<file path="src/rtl/execute_stage_if.sv">
// execute_stage_if: ID/EX inputs, flush/stall handshake and registered EX/MEM outputs of the EX stage
interface execute_stage_if #(
    parameter int DATA_W = 32,
    parameter int REG_AW = 5
);
    logic              IdEx_Valid;
    logic              IdEx_RegWrite;
    logic              IdEx_MemtoReg;
    logic              IdEx_MemRead;
    logic              IdEx_MemWrite;
    logic              IdEx_Branch;
    logic              IdEx_Jump;
    logic              IdEx_AluSrc;
    logic [3:0]        IdEx_AluOp;
    logic [DATA_W-1:0] IdEx_DataRs;
    logic [DATA_W-1:0] IdEx_DataRt;
    logic [DATA_W-1:0] IdEx_Imm;
    logic [DATA_W-1:0] IdEx_PcPlus4;
    logic [REG_AW-1:0] IdEx_AddrRdRt;
    logic              Flush;
    logic              Ex_Stall;
    logic              ExMem_Valid;
    logic              ExMem_RegWrite;
    logic              ExMem_MemtoReg;
    logic              ExMem_MemRead;
    logic              ExMem_MemWrite;
    logic              ExMem_Branch;
    logic              ExMem_Jump;
    logic              ExMem_Zero;
    logic [DATA_W-1:0] ExMem_AluOut;
    logic [DATA_W-1:0] ExMem_DataRt;
    logic [DATA_W-1:0] ExMem_BranchTarget;
    logic [REG_AW-1:0] ExMem_AddrRdRt;

    modport master (
        output IdEx_Valid, IdEx_RegWrite, IdEx_MemtoReg, IdEx_MemRead, IdEx_MemWrite,
               IdEx_Branch, IdEx_Jump, IdEx_AluSrc, IdEx_AluOp, IdEx_DataRs, IdEx_DataRt,
               IdEx_Imm, IdEx_PcPlus4, IdEx_AddrRdRt, Flush,
        input  Ex_Stall, ExMem_Valid, ExMem_RegWrite, ExMem_MemtoReg, ExMem_MemRead,
               ExMem_MemWrite, ExMem_Branch, ExMem_Jump, ExMem_Zero, ExMem_AluOut,
               ExMem_DataRt, ExMem_BranchTarget, ExMem_AddrRdRt
    );

    modport slave (
        input  IdEx_Valid, IdEx_RegWrite, IdEx_MemtoReg, IdEx_MemRead, IdEx_MemWrite,
               IdEx_Branch, IdEx_Jump, IdEx_AluSrc, IdEx_AluOp, IdEx_DataRs, IdEx_DataRt,
               IdEx_Imm, IdEx_PcPlus4, IdEx_AddrRdRt, Flush,
        output Ex_Stall, ExMem_Valid, ExMem_RegWrite, ExMem_MemtoReg, ExMem_MemRead,
               ExMem_MemWrite, ExMem_Branch, ExMem_Jump, ExMem_Zero, ExMem_AluOut,
               ExMem_DataRt, ExMem_BranchTarget, ExMem_AddrRdRt
    );
endinterface

</file>
<file path="src/rtl/execute_stage.sv">
// execute_stage: pipeline EX stage (ALU, zero flag, branch target, EX/MEM bank); EX_MUL_EN builds the iterative multiplier
module execute_stage #(
    parameter int DATA_W = 32,
    parameter int REG_AW = 5
) (
    input logic CLK,
    input logic RST,
    execute_stage_if.slave bus
);
    logic [DATA_W-1:0] a, b, diff, res, out_val;
    logic [REG_AW-1:0] rd;
    logic              fire;

    // Operand selection and single-cycle ALU
    always_comb begin
        a    = bus.IdEx_DataRs;
        b    = bus.IdEx_AluSrc ? bus.IdEx_Imm : bus.IdEx_DataRt;
        diff = a - b;
        rd   = bus.IdEx_AddrRdRt;
        case (bus.IdEx_AluOp)
            4'd0:    res = a + b;
            4'd1:    res = diff;
            4'd2:    res = a & b;
            4'd3:    res = a | b;
            4'd4:    res = a ^ b;
            4'd5:    res = ~(a | b);
            4'd6:    res = {{(DATA_W-1){1'b0}}, $signed(a) < $signed(b)};
            4'd7:    res = a << b[4:0];
            4'd8:    res = a >> b[4:0];
            4'd9:    res = $signed(a) >>> b[4:0];
            default: res = '0;
        endcase
    end

`ifdef EX_MUL_EN
    localparam int CW = $clog2(DATA_W);
    typedef enum logic {IDLE, BUSY} state_t;
    state_t            state;
    logic [CW-1:0]     cnt;
    logic [DATA_W-1:0] ma, mb, acc, prod;
    logic              start, last;

    // Multiplier step, stall and EX/MEM load qualification
    always_comb begin
        prod    = acc + (mb[cnt] ? ma << cnt : '0);
        start   = state == IDLE && bus.IdEx_Valid && bus.IdEx_AluOp == 4'd10 && !bus.Flush;
        last    = state == BUSY && cnt == CW'(DATA_W-1);
        fire    = !bus.Flush && bus.IdEx_Valid && (state == IDLE ? bus.IdEx_AluOp != 4'd10 : last);
        out_val = last ? prod : res;
    end

    assign bus.Ex_Stall = !RST && (start || (state == BUSY && !last && !bus.Flush));

    // Shift-add multiplier FSM; flush abandons the product
    always_ff @(posedge CLK or posedge RST) begin
        if (RST) begin
            state <= IDLE;
            cnt   <= '0;
            ma    <= '0;
            mb    <= '0;
            acc   <= '0;
        end else if (bus.Flush) begin
            state <= IDLE;
            cnt   <= '0;
        end else if (start) begin
            state <= BUSY;
            cnt   <= '0;
            ma    <= a;
            mb    <= b;
            acc   <= '0;
        end else if (state == BUSY) begin
            acc   <= prod;
            cnt   <= last ? '0 : cnt + 1'b1;
            state <= last ? IDLE : BUSY;
        end
    end
`else
    // Without the multiplier every valid, unflushed instruction completes in one cycle
    always_comb begin
        fire    = !bus.Flush && bus.IdEx_Valid;
        out_val = res;
    end

    assign bus.Ex_Stall = 1'b0;
`endif

    // EX/MEM bank: loads the instruction when it fires, otherwise a bubble
    always_ff @(posedge CLK or posedge RST) begin
        if (RST) begin
            bus.ExMem_Valid        <= 1'b0;
            bus.ExMem_RegWrite     <= 1'b0;
            bus.ExMem_MemtoReg     <= 1'b0;
            bus.ExMem_MemRead      <= 1'b0;
            bus.ExMem_MemWrite     <= 1'b0;
            bus.ExMem_Branch       <= 1'b0;
            bus.ExMem_Jump         <= 1'b0;
            bus.ExMem_Zero         <= 1'b0;
            bus.ExMem_AluOut       <= '0;
            bus.ExMem_DataRt       <= '0;
            bus.ExMem_BranchTarget <= '0;
            bus.ExMem_AddrRdRt     <= '0;
        end else begin
            bus.ExMem_Valid        <= fire;
            bus.ExMem_RegWrite     <= fire && bus.IdEx_RegWrite;
            bus.ExMem_MemtoReg     <= fire && bus.IdEx_MemtoReg;
            bus.ExMem_MemRead      <= fire && bus.IdEx_MemRead;
            bus.ExMem_MemWrite     <= fire && bus.IdEx_MemWrite;
            bus.ExMem_Branch       <= fire && bus.IdEx_Branch;
            bus.ExMem_Jump         <= fire && bus.IdEx_Jump;
            bus.ExMem_Zero         <= fire && diff == '0;
            bus.ExMem_AluOut       <= fire ? out_val : '0;
            bus.ExMem_DataRt       <= fire ? bus.IdEx_DataRt : '0;
            bus.ExMem_BranchTarget <= fire ? bus.IdEx_PcPlus4 + (bus.IdEx_Imm << 2) : '0;
            bus.ExMem_AddrRdRt     <= fire ? rd : '0;
        end
    end
endmodule
</file>
<file path="src/flat_wrapper.sv">
// flat-port wrapper written by rule: the top's interface ports become plain ports
module execute_stage_flat 
#(
    parameter int DATA_W = 32,
    parameter int REG_AW = 5
)
  (CLK, RST, bus_IdEx_Valid, bus_IdEx_RegWrite, bus_IdEx_MemtoReg, bus_IdEx_MemRead, bus_IdEx_MemWrite, bus_IdEx_Branch, bus_IdEx_Jump, bus_IdEx_AluSrc, bus_IdEx_AluOp, bus_IdEx_DataRs, bus_IdEx_DataRt, bus_IdEx_Imm, bus_IdEx_PcPlus4, bus_IdEx_AddrRdRt, bus_Flush, bus_Ex_Stall, bus_ExMem_Valid, bus_ExMem_RegWrite, bus_ExMem_MemtoReg, bus_ExMem_MemRead, bus_ExMem_MemWrite, bus_ExMem_Branch, bus_ExMem_Jump, bus_ExMem_Zero, bus_ExMem_AluOut, bus_ExMem_DataRt, bus_ExMem_BranchTarget, bus_ExMem_AddrRdRt);
  execute_stage_if #(.DATA_W(DATA_W), .REG_AW(REG_AW)) bus_i ();
  input logic CLK;
  input logic RST;
  input wire logic [$bits(bus_i.IdEx_Valid)-1:0] bus_IdEx_Valid;
  input wire logic [$bits(bus_i.IdEx_RegWrite)-1:0] bus_IdEx_RegWrite;
  input wire logic [$bits(bus_i.IdEx_MemtoReg)-1:0] bus_IdEx_MemtoReg;
  input wire logic [$bits(bus_i.IdEx_MemRead)-1:0] bus_IdEx_MemRead;
  input wire logic [$bits(bus_i.IdEx_MemWrite)-1:0] bus_IdEx_MemWrite;
  input wire logic [$bits(bus_i.IdEx_Branch)-1:0] bus_IdEx_Branch;
  input wire logic [$bits(bus_i.IdEx_Jump)-1:0] bus_IdEx_Jump;
  input wire logic [$bits(bus_i.IdEx_AluSrc)-1:0] bus_IdEx_AluSrc;
  input wire logic [$bits(bus_i.IdEx_AluOp)-1:0] bus_IdEx_AluOp;
  input wire logic [$bits(bus_i.IdEx_DataRs)-1:0] bus_IdEx_DataRs;
  input wire logic [$bits(bus_i.IdEx_DataRt)-1:0] bus_IdEx_DataRt;
  input wire logic [$bits(bus_i.IdEx_Imm)-1:0] bus_IdEx_Imm;
  input wire logic [$bits(bus_i.IdEx_PcPlus4)-1:0] bus_IdEx_PcPlus4;
  input wire logic [$bits(bus_i.IdEx_AddrRdRt)-1:0] bus_IdEx_AddrRdRt;
  input wire logic [$bits(bus_i.Flush)-1:0] bus_Flush;
  output wire logic [$bits(bus_i.Ex_Stall)-1:0] bus_Ex_Stall;
  output wire logic [$bits(bus_i.ExMem_Valid)-1:0] bus_ExMem_Valid;
  output wire logic [$bits(bus_i.ExMem_RegWrite)-1:0] bus_ExMem_RegWrite;
  output wire logic [$bits(bus_i.ExMem_MemtoReg)-1:0] bus_ExMem_MemtoReg;
  output wire logic [$bits(bus_i.ExMem_MemRead)-1:0] bus_ExMem_MemRead;
  output wire logic [$bits(bus_i.ExMem_MemWrite)-1:0] bus_ExMem_MemWrite;
  output wire logic [$bits(bus_i.ExMem_Branch)-1:0] bus_ExMem_Branch;
  output wire logic [$bits(bus_i.ExMem_Jump)-1:0] bus_ExMem_Jump;
  output wire logic [$bits(bus_i.ExMem_Zero)-1:0] bus_ExMem_Zero;
  output wire logic [$bits(bus_i.ExMem_AluOut)-1:0] bus_ExMem_AluOut;
  output wire logic [$bits(bus_i.ExMem_DataRt)-1:0] bus_ExMem_DataRt;
  output wire logic [$bits(bus_i.ExMem_BranchTarget)-1:0] bus_ExMem_BranchTarget;
  output wire logic [$bits(bus_i.ExMem_AddrRdRt)-1:0] bus_ExMem_AddrRdRt;
  assign bus_i.IdEx_Valid = bus_IdEx_Valid;
  assign bus_i.IdEx_RegWrite = bus_IdEx_RegWrite;
  assign bus_i.IdEx_MemtoReg = bus_IdEx_MemtoReg;
  assign bus_i.IdEx_MemRead = bus_IdEx_MemRead;
  assign bus_i.IdEx_MemWrite = bus_IdEx_MemWrite;
  assign bus_i.IdEx_Branch = bus_IdEx_Branch;
  assign bus_i.IdEx_Jump = bus_IdEx_Jump;
  assign bus_i.IdEx_AluSrc = bus_IdEx_AluSrc;
  assign bus_i.IdEx_AluOp = bus_IdEx_AluOp;
  assign bus_i.IdEx_DataRs = bus_IdEx_DataRs;
  assign bus_i.IdEx_DataRt = bus_IdEx_DataRt;
  assign bus_i.IdEx_Imm = bus_IdEx_Imm;
  assign bus_i.IdEx_PcPlus4 = bus_IdEx_PcPlus4;
  assign bus_i.IdEx_AddrRdRt = bus_IdEx_AddrRdRt;
  assign bus_i.Flush = bus_Flush;
  assign bus_Ex_Stall = bus_i.Ex_Stall;
  assign bus_ExMem_Valid = bus_i.ExMem_Valid;
  assign bus_ExMem_RegWrite = bus_i.ExMem_RegWrite;
  assign bus_ExMem_MemtoReg = bus_i.ExMem_MemtoReg;
  assign bus_ExMem_MemRead = bus_i.ExMem_MemRead;
  assign bus_ExMem_MemWrite = bus_i.ExMem_MemWrite;
  assign bus_ExMem_Branch = bus_i.ExMem_Branch;
  assign bus_ExMem_Jump = bus_i.ExMem_Jump;
  assign bus_ExMem_Zero = bus_i.ExMem_Zero;
  assign bus_ExMem_AluOut = bus_i.ExMem_AluOut;
  assign bus_ExMem_DataRt = bus_i.ExMem_DataRt;
  assign bus_ExMem_BranchTarget = bus_i.ExMem_BranchTarget;
  assign bus_ExMem_AddrRdRt = bus_i.ExMem_AddrRdRt;
  execute_stage #(.DATA_W(DATA_W), .REG_AW(REG_AW)) u_core (.CLK(CLK), .RST(RST), .bus(bus_i));
endmodule
</file>
<file path="config.mk">
export PLATFORM = sky130hd
export DESIGN_NAME = execute_stage_flat
export DESIGN_NICKNAME = d
export VERILOG_FILES = /design/src/rtl/execute_stage_if.sv /design/src/rtl/execute_stage.sv /design/src/flat_wrapper.sv
export SDC_FILE = /design/constraint.sdc
export NUM_CORES = 1
export LEC_CHECK = 0
export CORE_ASPECT_RATIO = 0.75
export CORE_MARGIN = 5
export CORE_UTILIZATION = 30
export DETAILED_ROUTE_END_ITERATION = 10
export PLACE_DENSITY = 0.55
export SETUP_SLACK_MARGIN = 0.2
export SLEW_MARGIN = 15
export SYNTH_ARGS = -nofsm -noshare
export SYNTH_HDL_FRONTEND = slang
export SYNTH_SLANG_ARGS = --single-unit
</file>
<file path="constraint.sdc">
create_clock -name CLK -period 10 [get_ports CLK]
set_clock_uncertainty 0.05 [all_clocks]
set_input_delay 1 -clock CLK [delete_from_list [all_inputs] [get_ports CLK]]
set_output_delay 1 -clock CLK [all_outputs]
set_load 0.05 [all_outputs]
</file>
==> results.toml, run 1 <==
[critical_path]
cp_slowest_cell = "a2111oi_2"
crit_required_ns = 10.25
crit_chain = "buf_2, buf_4, mux2i_4, buf_4, inv_2, ha_1, inv_1, fa_1, nor2b_1, o311ai_1, a211oi_2, o2111ai_1, a2111oi_2, o21ai_0, o311a_1, o21a_1"
crit_arrival_ns = 5.86
cpMostUsedCell = "buf_4"
slowest_delay_ns = 0.70
worst-setup-path-type = "in -> reg"
end_kind = "flip-flop"
critPathMaxFanout = 46
startpoint_type = "input port"

[clock_tree]
hold_buffers = 0
ctsLongestPathBuffers = 2
htree_levels = 3
clkSinkCount = 109
clkTransAtPathRegs_ns = 0.10
cts_resized = 0
cts_buffers = 9
cts_setup_buffers = 0
cts_tree = "done"
clock-root-buffer = "clkbuf_16"

[yosys]
synthArstFlopShare_pct = 100
synth-seq-area-share_pct = 19.3
synth_area_um2 = 14200
ys.flop_type = "dfrtp_1"
synthTopCellsByArea = "dfrtp_1 19%, ha_1 11%, mux2i_1 9.0%, a21oi_1 6.0%, nor2_1 4.9%"
yosysUniqueCellTypes = 83
avgSynthCellArea_um2 = 7.48
synth-edff-count = 0
yosys_register_bits = 109
netlist_instances = 1895
yosysTopAreaCell = "dfrtp_1"
yosysWarningCount = 0
yosysTopAreaCellShare_pct = 19.3
syn-num-nets = 2174

[grt]
antenna_found_initial = 1
grt-ovfl-total = 0
grt_max_degree = 65
grt_pass1_wl_mm = 101
grt_usage_pct = 25.9
grt_pass1_vias = 14700

[routing]
drc = 0
num_vias = 15700
ant_nets = 0
wire_per_inst_um = 26.1
drt_iter0_markers = 1885
dr.pass1.iters = 5
drt-total-wl_mm = 70.5
via_per_inst = 5.81

[power]
p_per_area_nw_per_um2 = 111
ir_drop_uv = 88.9
p_total_uw = 1960
p_leak_uw = 0.00754

[timing]
clock.fmax_mhz = 178
setup_tns_ns = 0
min_period_ns = 5.61
period_share_pct = 56.1
slew-limit-headroom_pct = 22.7
rsz0062_at_grt = "false"
max_slew.worst_pin.slew_ns = 1.16
whs_ns = 1.03
maxSlewViolCount = 0
hold_violations = 0
report.final.setup_viol = 0

[floorplanning]
die_w_um = 261
start_util_pct = 30.1
core_area_um2 = 47100
fp.dieArea_um2 = 51700
fp-row-count = 69
die_y_um = 198
ioPinCount = 258

[cells_and_area]
drive_gt1_share_pct = 4.22
antenna_cells = 0
final_area_um2 = 17500
final_cell_mix = "254 x clkdlybuf4s50_1, 183 x nor2_1, 173 x nand2_1, 170 x a21oi_1, 138 x o21ai_0"
fin_util_pct = 37.3
fin_nets = 2339
syn_to_final_growth_pct = 23.8
fill_cells = 4975
mostFrequentLayoutCell = "clkdlybuf4s50_1"

[hold_path]
hold_class = "in -> async"

[place]
gp_congestion = 1.00
place_area_um2 = 17300
io_buffers = 256
dp_hpwl_mm = 55.3

[run_status]
status = "complete, no violations"

[run]
maxCapViolations = 0
[path summary, 6_finish.rpt]
| check | start | end | slack (ns) | cells past startpoint |
|---|---|---|---|---|
| max in group asynchronous | RST | u_core.bus.ExMem_AluOut[12]$_DFF_PP0_ | 7.53 | 3 |
| setup / recovery | bus_IdEx_AluSrc | u_core.bus.ExMem_AluOut[0]$_DFF_PP0_ | 4.39 | 16 |
| min in group CLK | bus_IdEx_AddrRdRt[0] | u_core.bus.ExMem_AddrRdRt[0]$_DFF_PP0_ | 1.12 | 2 |
| hold / removal | RST | u_core.bus.ExMem_BranchTarget[30]$_DFF_PP0_ | 1.03 | 2 |
[cells in the mapped netlist, types with 21 or more instances]
master	number
o211ai_1	45
nand3_1	36
a21o_1	29
a221oi_1	33
xnor2_1	56
inv_1	96
a211oi_1	29
nor3_1	38
a31oi_1	30
dfrtp_1	109
and2_1	52
buf_2	21
ha_1	128
clkbuf_1	88
a21oi_1	170
nand2_1	174
o21ai_0	138
nor2_1	185
mux2i_1	128
[critical path: cells and delay by family]
family          cells  cell delay (ns)
mux                 1             0.33
buf+inv             5             1.27
simple gates        1             0.26
fa+ha+maj           2             0.44
compound gates      7             2.53
[routing by layer]
metal / vias to the layer above / global-route usage (%) / wire length (µm)
met3: 72 / 4.81 / 5790
met5: - / 0 / 0
met2: 712 / 38.7 / 30600
li1: 7233 / - / -
met1: 7676 / 38.7 / 32600
met4: 0 / 5.57 / 1480
[layout make-up]
class / count / area, µm² / share of cell area (%)
multi-input combinational: 1556 / 10600 / 60.4
timing repair buffer: 282 / 2750 / 15.7
sequential: 109 / 2730 / 15.6
tap: 639 / 800 / 4.56
inverter: 102 / 385 / 2.20
clock buffer: 10 / 239 / 1.36
clock inverter: 5 / 43.8 / 0.250
[power breakdown]
group	switching [µW]	internal [µW]	total [µW]	leakage [µW]
logic	724	381	1110	0.00594
clock network	202	179	381	0.000133
registers	7.95	462	470	0.00147
total	934	1020	1960	0.00754
[sequential cells by signal (all words and copies together) (netlist names)]
name / cells
u_core.bus.ExMem_Branch: 1
u_core.bus.ExMem_DataRt: 32
u_core.bus.ExMem_MemtoReg: 1
u_core.bus.ExMem_Zero: 1
u_core.bus.ExMem_MemRead: 1
u_core.bus.ExMem_AluOut: 32
u_core.bus.ExMem_RegWrite: 1
u_core.bus.ExMem_Valid: 1
u_core.bus.ExMem_BranchTarget: 32
u_core.bus.ExMem_AddrRdRt: 5
u_core.bus.ExMem_Jump: 1
u_core.bus.ExMem_MemWrite: 1
[cells by family after synthesis]
family                     after synthesis  synth area share [%]
AOI/OAI and AO/OA                      643                  29.4
xor gates and xnor gates                69                  4.27
adders and majority gates              131                  11.7
buffers and inverters                  230                  6.49
DFF                                    109                  19.3
muxes                                  139                  10.2
other                                    1                0.0265
and+or+nand+nor                        573                  18.6
[through the flow]
| step | instances | setup slack (ns) |
|---|---|---|
| floorplan | 1895 | 4.92 |
| global placement | 2688 | 4.17 |
| detailed placement | 2688 | 4.08 |
| CTS | 2703 | 4.52 |
| global route | 2703 | 4.06 |
| finish | 2703 | 4.39 |
Note: power is estimated with default switching activity, not from simulation.
==> inputs of run 2 (changes only) <==
clock period = 5.75 ns   (was 10 ns; I/O delays follow)
==> results.toml, run 2 (synthesis gave the netlist of run 1 again) <==
[routing]
drt_iter0_markers = 1974
ant_nets = 0
wl_met3_mm = 6.67
wire_per_inst_um = 25.2
dr.pass1.iters = 6
detailroute.wirelength.met2_mm = 29.6
drc = 0
wl_met1_mm = 30.9
via_per_inst = 5.87
highest_layer = "met5"
drt-total-wl_mm = 68.5
num_vias = 16000

[floorplanning]
die_y_um = 198
ioPinCount = 258
fp-row-count = 69
die_w_um = 261
fp.dieArea_um2 = 51700
core_area_um2 = 47100
start_util_pct = 30.1

[critical_path]
worstSetupEndpoint = "u_core.bus.ExMem_AluOut[29]$_DFF_PP0_"
slowest_delay_ns = 0.54
startpoint_type = "input port"
crit_chain = "clkdlybuf4s50_1, mux2i_1, ha_1, a2111oi_0, o21ai_1, a21oi_1, a211oi_1, o21ai_1, o311ai_0, o211ai_1, xnor2_1, a22o_1, o21a_1"
worst-setup-path-type = "in -> reg"
cp-startpoint = "bus_IdEx_Imm[6]"
crit_arrival_ns = 4.76
critPathMaxFanout = 10
cpMostUsedCell = "o21ai_1"
crit_required_ns = 5.98
end_kind = "flip-flop"
cp_slowest_cell = "a21oi_1"

[run]
maxCapViolations = 0

[clock_tree]
cts_resized = 0
clock-root-buffer = "clkbuf_16"
htree_levels = 3
cts_tree = "done"
ctsLongestPathBuffers = 2
cts_setup_buffers = 0
clkSinkCount = 109
cts_buffers = 9
clkTransAtPathRegs_ns = 0.11
hold_buffers = 0

[power]
netSwitchingFraction_pct = 47.0
internal-power_uw = 1830
ir_drop_uv = 142
power.share.sequential_pct = 23.6
p_clk_share_pct = 20.2
netSwitchingPower_uw = 1620
p_leak_uw = 0.00765
comb_power_share_pct = 56.2
p_per_area_nw_per_um2 = 195

[timing]
setup_tns_ns = 0
period_share_pct = 78.9
maxSlewViolCount = 0
max_slew.worst_pin.slew_ns = 1.15
whs_ns = 0.691
rsz0062_at_grt = "false"
min_period_ns = 4.54
report.final.setup_viol = 0
hold_violations = 0
clock.fmax_mhz = 220
slew-limit-headroom_pct = 23.5

[cells_and_area]
syn_to_final_growth_pct = 24.9
reg_top3 = "u_core.bus.ExMem_AluOut (32), u_core.bus.ExMem_BranchTarget (32), u_core.bus.ExMem_DataRt (32)"
mostFrequentLayoutCell = "clkdlybuf4s50_1"
antenna_cells = 0
fin_nets = 2356
final_cell_mix = "254 x clkdlybuf4s50_1, 184 x nor2_1, 174 x nand2_1, 170 x a21oi_1, 138 x o21ai_0"
fill_cells = 4915
drive_gt1_share_pct = 4.85
stdcell_count = 2720

[place]
io_buffers = 256
gp_congestion = 0.995
dp_hpwl_mm = 54.6
placed_cells = 2705

[grt]
grt_pass1_wl_mm = 99.4
grt_pass1_vias = 14900
antenna_found_initial = 2
grt-ovfl-total = 0
grt_max_degree = 70
grt_usage_pct = 25.2

[run_status]
status = "complete, no violations"

[hold_path]
hold_class = "in -> async"
## run 2: metal layers
layer	global-route usage (%)	up-vias
met4	4.99	2
met1	36.8	7768
met3	6.39	91
li1	-	7260
met2	37.6	842
met5	0	-
## run 2: cell type report
cell class | count | area [µm²] | area share (%)
Clock buffer | 10 | 239 | 1.35
Multi-Input combinational cell | 1556 | 10600 | 59.8
Timing Repair Buffer | 299 | 2890 | 16.3
Inverter | 102 | 385 | 2.18
Tap cell | 639 | 800 | 4.52
Clock inverter | 5 | 67.6 | 0.382
Sequential cell | 109 | 2730 | 15.4
## run 2: worst max-delay path, delay by kind of cell
kind | cells | cell delay (ns)
AO/OA/AOI/OAI | 9 | 2.72
XOR/XNOR | 1 | 0.09
adder cells (fa/ha/maj) | 1 | 0.48
buffers and inverters | 1 | 0.46
multiplexers | 1 | 0.42
## run 2: how the worst min path moves through the flow
stage	slack (ns)	start	to
detailed placement	1.09	bus_IdEx_PcPlus4[1]	u_core.bus.ExMem_BranchTarget[1]$_DFF_PP0_
global placement	1.09	bus_IdEx_MemtoReg	u_core.bus.ExMem_MemtoReg$_DFF_PP0_
CTS	0.68	bus_IdEx_MemRead	u_core.bus.ExMem_MemRead$_DFF_PP0_
floorplan	0.65	bus_IdEx_AddrRdRt[0]	u_core.bus.ExMem_AddrRdRt[0]$_DFF_PP0_
finish	0.69	RST	u_core.bus.ExMem_BranchTarget[21]$_DFF_PP0_
global route	0.70	bus_IdEx_AddrRdRt[4]	u_core.bus.ExMem_AddrRdRt[4]$_DFF_PP0_
## run 2: through the flow
step	instance area [µm²]	utilization, %	power (µW)	worst slack [ns]
global route	17700	37.6	3620	1.05
finish	17700	37.6	3460	1.21
detailed placement	17400	37.0	2710	1.05
global placement	17400	37.0	2720	1.07
floorplan	14200	-	2030	1.10
CTS	17700	37.6	3420	1.47
## run 2: power by group through the flow
stage               Combinational (µW)  Clock (µW)  Sequential, µW
finish                            1940         699             815
global route                      2050         742             820
CTS                               1890         719             816
detailed placement                1870           0             830
global placement                  1890           0             830
floorplan                         1070           0             967
